`config.mk`:
```
export PLATFORM = sky130hd
export DESIGN_NAME = pll_lock_sequencer
export DESIGN_NICKNAME = d
export VERILOG_FILES = /design/src/rtl/pll_seq_pkg.sv /design/src/rtl/sync_bit.sv /design/src/rtl/pll_lock_sequencer.sv
export SDC_FILE = /design/constraint.sdc
export NUM_CORES = 1
export LEC_CHECK = 0
export ABC_AREA = 1
export BUFFER_PORTS_ARGS = -buffer_cell sky130_fd_sc_hd__buf_4
export CAP_MARGIN = 20
export CORE_MARGIN = 4
export CORE_UTILIZATION = 55
export CTS_BUF_LIST = sky130_fd_sc_hd__clkbuf_16
export DETAILED_ROUTE_END_ITERATION = 16
export MAX_ROUTING_LAYER = met4
export PLACE_DENSITY_LB_ADDON = 0.12
export SYNTH_ARGS = -nofsm -noshare
export SYNTH_HDL_FRONTEND = slang
export SYNTH_HIERARCHICAL = 1
export SYNTH_SLANG_ARGS = --single-unit
```
`constraint.sdc`:
```
create_clock -name clock -period 1.5 [get_ports clock]
set_input_delay 0.225 -clock clock [delete_from_list [all_inputs] [get_ports clock]]
set_output_delay 0.225 -clock clock [all_outputs]
set_load 0.01 [all_outputs]
```
`src/rtl/pll_seq_pkg.sv`:
```
// rtl/pll_seq_pkg.sv - shared state encoding and constants for the PLL lock sequencer
package pll_seq_pkg;

    typedef enum logic [1:0] {
        ST_WAIT_LOCK = 2'd0,
        ST_SETTLE    = 2'd1,
        ST_RUN       = 2'd2,
        ST_HOLDOFF   = 2'd3
    } state_t;

    // Consecutive low lock_s cycles before a loss is declared when filtering is enabled
    localparam int GLITCH_LEN = 4;

    function automatic int max_int(input int a, input int b);
        return (a > b) ? a : b;
    endfunction

endpackage

```
`src/rtl/sync_bit.sv`:
```
// rtl/sync_bit.sv - parameterized flop-chain synchronizer with async active-low reset to 0
module sync_bit #(
    parameter int STAGES = 2
) (
    input  logic clock,
    input  logic reset_n,
    input  logic d,
    output logic q
);

    logic [STAGES-1:0] chain;

    always_ff @(posedge clock or negedge reset_n) begin
        if (!reset_n) begin
            chain <= '0;
        end else begin
            chain <= {chain[STAGES-2:0], d};
        end
    end

    assign q = chain[STAGES-1];

endmodule

```
`src/rtl/pll_lock_sequencer.sv`:
```
// rtl/pll_lock_sequencer.sv - PLL lock qualification and DDS core reset sequencing
// Optional macro: LOCK_GLITCH_FILTER_EN (debounce lock loss while in RUN)
module pll_lock_sequencer
    import pll_seq_pkg::*;
#(
    parameter int SYNC_STAGES    = 2,
    parameter int SETTLE_CYCLES  = 1024,
    parameter int HOLDOFF_CYCLES = 256,
    parameter int CNT_W          = 8
) (
    input  logic             clock,
    input  logic             reset_n,
    input  logic             locked,
    input  logic             clear_flags,
    output logic             core_reset_n,
    output logic             ready,
    output logic             lock_lost,
    output logic [CNT_W-1:0] loss_count,
    output logic [2:0]       state_dbg
);

    localparam int CW = $clog2(max_int(SETTLE_CYCLES, HOLDOFF_CYCLES) + 1);
    localparam logic [CW-1:0] SETTLE_LAST  = CW'(SETTLE_CYCLES - 1);
    localparam logic [CW-1:0] HOLDOFF_LAST = CW'(HOLDOFF_CYCLES - 1);
    localparam logic [CNT_W-1:0] COUNT_MAX = '1;

    state_t        state;
    state_t        state_next;
    logic [CW-1:0] cnt;
    logic [CW-1:0] cnt_next;
    logic          lock_s;
    logic          loss_event;
    logic          run_ok;

    sync_bit #(
        .STAGES (SYNC_STAGES)
    ) u_lock_sync (
        .clock   (clock),
        .reset_n (reset_n),
        .d       (locked),
        .q       (lock_s)
    );

`ifdef LOCK_GLITCH_FILTER_EN
    localparam int GW = $clog2(GLITCH_LEN + 1);
    localparam logic [GW-1:0] GLITCH_FULL = GW'(GLITCH_LEN);

    logic [GW-1:0] glitch_cnt;

    // Counts consecutive low lock_s cycles in RUN; any high cycle before full length restarts it
    always_ff @(posedge clock or negedge reset_n) begin
        if (!reset_n) begin
            glitch_cnt <= '0;
        end else if (state != ST_RUN || glitch_cnt == GLITCH_FULL) begin
            glitch_cnt <= '0;
        end else if (!lock_s) begin
            glitch_cnt <= glitch_cnt + GW'(1);
        end else begin
            glitch_cnt <= '0;
        end
    end

    assign loss_event = (state == ST_RUN) && (glitch_cnt == GLITCH_FULL);
`else
    assign loss_event = (state == ST_RUN) && !lock_s;
`endif

    always_ff @(posedge clock or negedge reset_n) begin
        if (!reset_n) begin
            state <= ST_WAIT_LOCK;
            cnt   <= '0;
        end else begin
            state <= state_next;
            cnt   <= cnt_next;
        end
    end

    always_comb begin
        state_next = state;
        cnt_next   = cnt;
        case (state)
            ST_WAIT_LOCK: begin
                cnt_next = '0;
                if (lock_s) begin
                    state_next = ST_SETTLE;
                end
            end
            ST_SETTLE: begin
                if (!lock_s) begin
                    state_next = ST_WAIT_LOCK;
                    cnt_next   = '0;
                end else if (cnt == SETTLE_LAST) begin
                    state_next = ST_RUN;
                    cnt_next   = '0;
                end else begin
                    cnt_next = cnt + CW'(1);
                end
            end
            ST_RUN: begin
                cnt_next = '0;
                if (loss_event) begin
                    state_next = ST_HOLDOFF;
                end
            end
            ST_HOLDOFF: begin
                // Lock state is deliberately ignored until the hold-off expires
                if (cnt == HOLDOFF_LAST) begin
                    state_next = ST_WAIT_LOCK;
                    cnt_next   = '0;
                end else begin
                    cnt_next = cnt + CW'(1);
                end
            end
            default: begin
                state_next = ST_WAIT_LOCK;
                cnt_next   = '0;
            end
        endcase
    end

    // Release lags RUN entry by one cycle; a loss pulls reset on the same edge it is seen
    assign run_ok = (state == ST_RUN) && !loss_event;

    always_ff @(posedge clock or negedge reset_n) begin
        if (!reset_n) begin
            core_reset_n <= 1'b0;
            ready        <= 1'b0;
            lock_lost    <= 1'b0;
            loss_count   <= '0;
        end else begin
            core_reset_n <= run_ok;
            ready        <= run_ok;
            if (loss_event) begin
                lock_lost <= 1'b1;
                if (clear_flags) begin
                    loss_count <= CNT_W'(1);
                end else if (loss_count != COUNT_MAX) begin
                    loss_count <= loss_count + CNT_W'(1);
                end
            end else if (clear_flags) begin
                lock_lost  <= 1'b0;
                loss_count <= '0;
            end
        end
    end

    assign state_dbg = {1'b0, state};

endmodule

```
==> results by group, run 1 <==
Synth
  • Main synth FF type: dfrtp_1
  • Cell with the most instances after synthesis: nand2_1
  • Syn avg cell area: 7.83 um^2
  • Largest family of logic cells by synthesized area: simple AND/OR/NAND/NOR gates
  • Compound-gate portion of the synthesized area: 4.07%
  • Synth Area in Adders: 1.94%
  • Post-synth top area cell: dfrtp_1
  • Synth Instances: 165
  • Post-synthesis cell area: 1290 um^2
  • Syn nets: 171
  • Flops & latches, synth: 25
  • Post-Synth XOR/XNOR Area: 5.42%
  • Ranking of synthesized cells by area: dfrtp_1, nand2_1, nor2_1, inv_1, nand3_1
  • Top cell type's share of synthesized area: 48.4%
  • Post-synth top cells: nand2_1, dfrtp_1, nor2_1
  • Post-synth EDFFs: 0
  • Asr flop ratio synth: 100%
  • Sequential share of the synthesized area: 48.4%
  • Post-Synth Simple-Gate Area: 30.9%
  • Post-synthesis mux area share: 0%
  • Yosys Warn Count: 6
  • Yosys cell types: 22

Power and ir drop
  • Power Density: 966 nW/um^2
  • Design Power: 1550 uW
  • VDD IR-drop max: 0.779 mV
  • Pleak: 0.000769 uW

Detailed routing
  • Total number of vias: 1085
  • First drt pass iteration count: 6
  • Drt drc: 0
  • WL/cell: 12.2 um
  • Final wirelength: 2.63 mm
  • Drt initial violations: 23
  • Via density: 5.02
  • Post-DRT Antenna Nets: 0

Floorplanning
  • CORE AREA: 2230 um^2
  • Total die area: 3190 um^2
  • Starting Density: 57.9%
  • Die height: 56.5 um
  • Top Ports: 18
  • Die Wd: 56.5 um
  • FP Rows: 17

Placement
  • Final GP Congestion: 0.879
  • DP Worst Slack: -0.00913 ns
  • # port buffers: 16
  • Placed cell count: 209
  • DP Wirelength: 1.81 mm

Global routing
  • Grt ovf: 0
  • Vias in the first global route: 1085
  • Busiest grt layer: met2
  • First-pass GRT wire length: 4.56 mm
  • Largest net degree at the start of global routing: 26
  • GRT met2 Usage: 30.2%
  • Grt met1 use: 23.2%
  • Global-route usage over all layers: 18.7%
  • Routing usage on met3: 2.99%
  • Initial antenna violation count: 0

STA
  • Final Worst Setup Slack: 0.0822 ns
  • Fin crit share: 94.5%
  • Final hold violations: 0
  • Setup-failing EPs final: 0
  • Slew Limit Fails: 0
  • Fmax: 0.705 GHz
  • Min cycle time layout: 1.42 ns
  • Setup TNS: 0 ns
  • Clock skew: 0.00322 ns

Cells and area
  • Finished Layout Cells: 216
  • Share of layout cells above drive strength 1: 21.8%
  • Fillers: 174
  • Antenna diode count: 0
  • Area Growth Syn to Fin: 23.9%
  • Nets: 195

Clock network
  • Max Buffers Root-to-Sink: 2
  • CTS tree: done
  • Total CTS buffers: 3
  • Root Buffer: clkbuf_16
  • H-tree depth: 1
  • Worst-path clk slew: 0.06 ns
  • CTS sink cnt: 25
  • Clk Latency, worst-skew pair: 0.26 ns

Critical path
  • CP arrival: 1.56 ns
  • Reg2Reg Setup Slack: 0.08 ns
  • CP Capture Type: flip-flop
  • Worst Reg-to-Reg Cells: 8
  • WS Path Type: reg -> reg
  • Worst Path Max Fanout: 5
  • Crit path required time: 1.64 ns
  • Startpoint Class: flip-flop
  • R2r endpoint: cnt[2]$_DFF_PN0_
  • Worst r2r src: cnt[1]$_DFF_PN0_

Worst hold path
  • Hold path depth: 1
  • Hold path start: locked
  • Worst Hold Endpoint: u_lock_sync/chain[0]$_DFF_PN0_
  • Type of the worst min-delay path: in -> reg

Flow run
  • Max-cap violation count: 0

Status
  • Outcome: finished, final reports clean
==> worst max-delay path by stage <==
stage	slack, ns	to	cells past startpoint	startpoint
final	0.08	cnt[2]$_DFF_PN0_	8	cnt[1]$_DFF_PN0_
after global routing	-0.02	loss_count[5]$_DFFE_PN0P_	10	loss_count[0]$_DFFE_PN0P_
after CTS	0.02	cnt[7]$_DFF_PN0_	8	cnt[1]$_DFF_PN0_
after detailed placement	-0.009	loss_count[7]$_DFFE_PN0P_	10	loss_count[1]$_DFFE_PN0P_
after global placement	-0.02	loss_count[5]$_DFFE_PN0P_	10	loss_count[1]$_DFFE_PN0P_
after floorplan	0.11	loss_count[5]$_DFFE_PN0P_	10	loss_count[0]$_DFFE_PN0P_
==> cell usage in the layout, fill, tap and decap left out <==
master / count
xnor2_1: 2
nor3_1: 2
buf_4: 20
clkinv_1: 1
dfrtp_1: 25
nor2_1: 22
inv_1: 22
nand3_1: 12
nor2_4: 2
nand3_4: 1
nand4_1: 2
nand2_1: 40
o211ai_1: 1
xor2_1: 6
clkinv_2: 1
ha_2: 1
nand2_2: 3
ha_1: 1
clkinvlp_4: 1
nor2_2: 3
dlygate4sd3_1: 1
nand3_2: 2
inv_4: 1
a21oi_1: 3
clkbuf_16: 3
conb_1: 1
o21ai_0: 6
nand2_4: 3
==> metal layers <==
| layer | vias up | share of wire (%) |
|---|---|---|
| met5 | - | 0 |
| met4 | 0 | 1.4 |
| met3 | 5 | 3.6 |
| met2 | 16 | 48 |
| met1 | 512 | 47 |
| li1 | 552 | - |
==> where the power goes <==
group | switching (uW) | internal (uW)
Clock | 227 | 359
Combinational | 133 | 80.8
Sequential | 42.4 | 704
Total | 403 | 1140
==> metrics by stage <==
step	util (%)	instance area (um^2)	hold slack, ns
3_3_place_gp	64.6	1440	0.143
5_1_grt	71.7	1600	0.0676
6_report	71.7	1600	0.0729
2_1_floorplan	-	1290	-0.0706
4_1_cts	69.0	1540	0.0693
3_5_place_dp	64.6	1440	0.143
==> cells by family (layout without fill, tap and decap cells) <==
kind of cell    Yosys count  in the layout
simple gates             92             92
flops                    25             25
buf+inv                  27             50
compound gates           10             10
other cells               1              1
xor+xnor                  8              8
fa+ha+maj                 2              2
==> critical path, cell delays in order, from the launching register on <==
cell	delay, ns
dfrtp_1	0.38
ha_2	0.23
nand3_4	0.11
nor2_4	0.12
nand3_2	0.08
nand2_1	0.13
nand2_4	0.08
clkinvlp_4	0.12
nor2_1	0.05
==> cell type report <==
class | instances | area [um^2] | share of cell area (%)
Clock buffer | 3 | 75.1 | 4.69
Clock inverter | 1 | 5.00 | 0.312
Inverter | 24 | 92.6 | 5.78
Multi-Input combinational cell | 113 | 601 | 37.5
Sequential cell | 25 | 626 | 39.1
Tap cell | 28 | 35.0 | 2.19
Timing Repair Buffer | 21 | 160 | 10.0
Timing Repair inverter | 1 | 7.51 | 0.469
==> flip-flops by register name, summed over array words and instances, names as in the netlist, named ones only <==
register	count
cnt	11
lock_lost	1
loss_count	8
ready	1
state	1
u_lock_sync/chain	2
==> what timing repair did <==
action / in CTS / in global routing
setup buffers: 1 / 0
pin swaps: 0 / 1
setup endpoints to repair: 3 / 17
gates resized for setup: 0 / 14
hold buffers: 1 / 0
cloned: 0 / 1
endpoints found under the hold margin: 25 / 0
Power figures use the tool's default switching activity.
==> inputs of run 2 (changes only) <==
clock period = 1.4 ns   (was 1.5 ns; I/O delays follow)
==> results by group, run 2 (synthesis results as in run 1) <==
Global routing
  • Vias in the first global route: 1071 (-1.3%)
  • Global-route usage over all layers: 18.5% (-0.19 points)
  • Largest net degree at the start of global routing: 26 (unchanged)
  • First-pass GRT wire length: 4.58 mm (+0.46%)
  • Initial antenna violation count: 0 (unchanged)
  • Grt ovf: 0 (unchanged)

Cells and area
  • Finished Layout Cells: 225 (+4.2%)
  • Nets: 204 (+4.6%)
  • Commonest non-fill, non-tap cell in the layout: nand2_1
  • Most frequent cells in the layout: nand2_1, buf_4, dfrtp_1
  • Antenna diode count: 0 (unchanged)
  • Area Growth Syn to Fin: 31.1%
  • Regs by FF count: cnt x11, loss_count x8, u_lock_sync/chain x2
  • Share of layout cells above drive strength 1: 26.4% (+4.6 points)
  • Reg with most FFs: cnt
  • Max reg flops: 11 (unchanged)
  • Core Util, Final: 75.9% (+4.1 points)

Clock network
  • CTS sink cnt: 25 (unchanged)
  • Total CTS buffers: 3 (unchanged)
  • Root Buffer: clkbuf_16
  • H-tree depth: 1 (unchanged)
  • Clk Latency, worst-skew pair: 0.26 ns (about the same)
  • CTS tree: done
  • Max Buffers Root-to-Sink: 2 (unchanged)
  • Worst-path clk slew: 0.06 ns (about the same)

STA
  • Fin Hold WS: 0.0566 ns (-0.0163 ns)
  • Fmax: 0.707 GHz (+0.28%)
  • Final Worst Setup Slack: -0.0138 ns (-0.0960 ns)
  • Final hold violations: 0 (unchanged)
  • Setup-failing EPs final: 2 (+2)
  • Fin crit share: 101% (+6.5 points)
  • RSZ-0062 raised after global routing: yes
  • Min cycle time layout: 1.41 ns (-0.00396 ns)
  • Slew Limit Fails: 0 (unchanged)
  • Clock skew: 0.00207 ns (-0.00115 ns)

Detailed routing
  • Final wirelength: 3.06 mm (+16%)
  • Post-DRT Antenna Nets: 0 (unchanged)
  • Drt initial violations: 33 (+43%)
  • Via density: 5.25 (+4.5%)
  • WL/cell: 13.6 um (+11%)
  • Total number of vias: 1181 (+8.8%)
  • Drt drc: 0 (unchanged)
  • First drt pass iteration count: 4 (-2)

Floorplanning
  • Top Ports: 18 (unchanged)
  • Total die area: 3190 um^2 (unchanged)
  • Die height: 56.5 um (unchanged)
  • CORE AREA: 2230 um^2 (unchanged)
  • Die Wd: 56.5 um (unchanged)
  • FP Rows: 17 (unchanged)
  • Starting Density: 57.9% (unchanged)

Status
  • Failing checks: setup timing
  • Outcome: finished with violations

Critical path
  • WS Path Type: reg -> reg
  • Crit path required time: 1.53 ns (-0.11 ns)
  • Worst Path Max Fanout: 6 (+1)
  • Worst Reg-to-Reg Cells: 8 (unchanged)
  • Startpoint Class: flip-flop
  • CP most frequent cell: nand2_2
  • Max incr delay on CP: 0.39 ns (about the same)
  • CP arrival: 1.55 ns (about the same)
  • CP Capture Type: flip-flop
  • Max stage delay cell, worst path: dfrtp_1
  • Reg2Reg Setup Slack: -0.01 ns (-0.10 ns)
  • CP cell instances: ha_1 -> nand2_2 -> nor2_4 -> nand2_2 -> nand2_4 -> buf_4 -> nand3_1 -> o211ai_1

Worst hold path
  • Hold path depth: 1 (unchanged)
  • Type of the worst min-delay path: in -> reg

Placement
  • Final GP Congestion: 0.818 (-7.0%)
  • Placed cell count: 213 (+1.9%)
  • DP Wirelength: 1.86 mm (+2.8%)
  • # port buffers: 16 (unchanged)

Power and ir drop
  • VDD IR-drop max: 0.874 mV (+12%)
  • Power Density: 977 nW/um^2 (+1.1%)
  • Pleak: 0.000814 uW (+5.8%)

Flow run
  • Max-cap violation count: 0 (unchanged)
[run 2: layout make-up]
class,instances,area [um^2]
Multi-Input combinational cell,114,634
Sequential cell,25,626
Inverter,24,92.6
Timing Repair inverter,1,7.51
Tap cell,28,35.0
Timing Repair Buffer,29,220
Fill cell,161,539
Clock buffer,3,75.1
Clock inverter,1,3.75
[run 2: path summary, 6_finish.rpt]
kind,start,end
max,loss_count[0]$_DFFE_PN0P_,loss_count[0]$_DFFE_PN0P_
max in group asynchronous,reset_n,loss_count[1]$_DFFE_PN0P_
min in group asynchronous,reset_n,cnt[6]$_DFF_PN0_
max reg2reg,loss_count[0]$_DFFE_PN0P_,loss_count[0]$_DFFE_PN0P_
min reg2reg,u_lock_sync/chain[0]$_DFF_PN0_,u_lock_sync/chain[1]$_DFF_PN0_
min,locked,u_lock_sync/chain[0]$_DFF_PN0_
[run 2: metrics by stage]
| stage | worst slack (ns) | cell area [um^2] | setup TNS (ns) | total power, uW |
|---|---|---|---|---|
| after floorplan | 0.00889 | 1290 | 0 | 926 |
| after global placement | -0.0181 | 1470 | -0.0583 | 990 |
| after detailed placement | -0.0407 | 1470 | -0.244 | 999 |
| after CTS | 0.00665 | 1590 | 0 | 1650 |
| after global routing | -0.0754 | 1690 | -0.676 | 1750 |
| final | -0.0138 | 1690 | -0.0216 | 1650 |
[run 2: critical path, delay by kind of cell (launching register included)]
family,cells,cell delay (ns)
compound gates,1,0.10
fa+ha+maj,1,0.23
buf+inv,1,0.16
flops,1,0.39
simple gates,5,0.41
[run 2: where the power goes]
| part | switching, uW | total [uW] | internal [uW] |
|---|---|---|---|
| registers | 45.8 | 800 | 754 |
| clock network | 238 | 620 | 382 |
| logic | 148 | 235 | 87.0 |
| total | 432 | 1650 | 1220 |
[run 2: repair_timing]
action	in CTS	in global routing
pin swaps	1	4
hold buffers	1	0
endpoints found under the setup margin	11	18
endpoints found under the hold margin	25	0
gates resized for setup	5	15
cloned	1	1
setup buffers	0	5
[run 2: layer usage]
layer	global-route usage [%]	vias up	wire, um
met1	23.5	569	1290
met2	30.2	33	1560
met3	2.76	10	140
met5	-	-	0
met4	6.10	0	70
li1	-	569	-
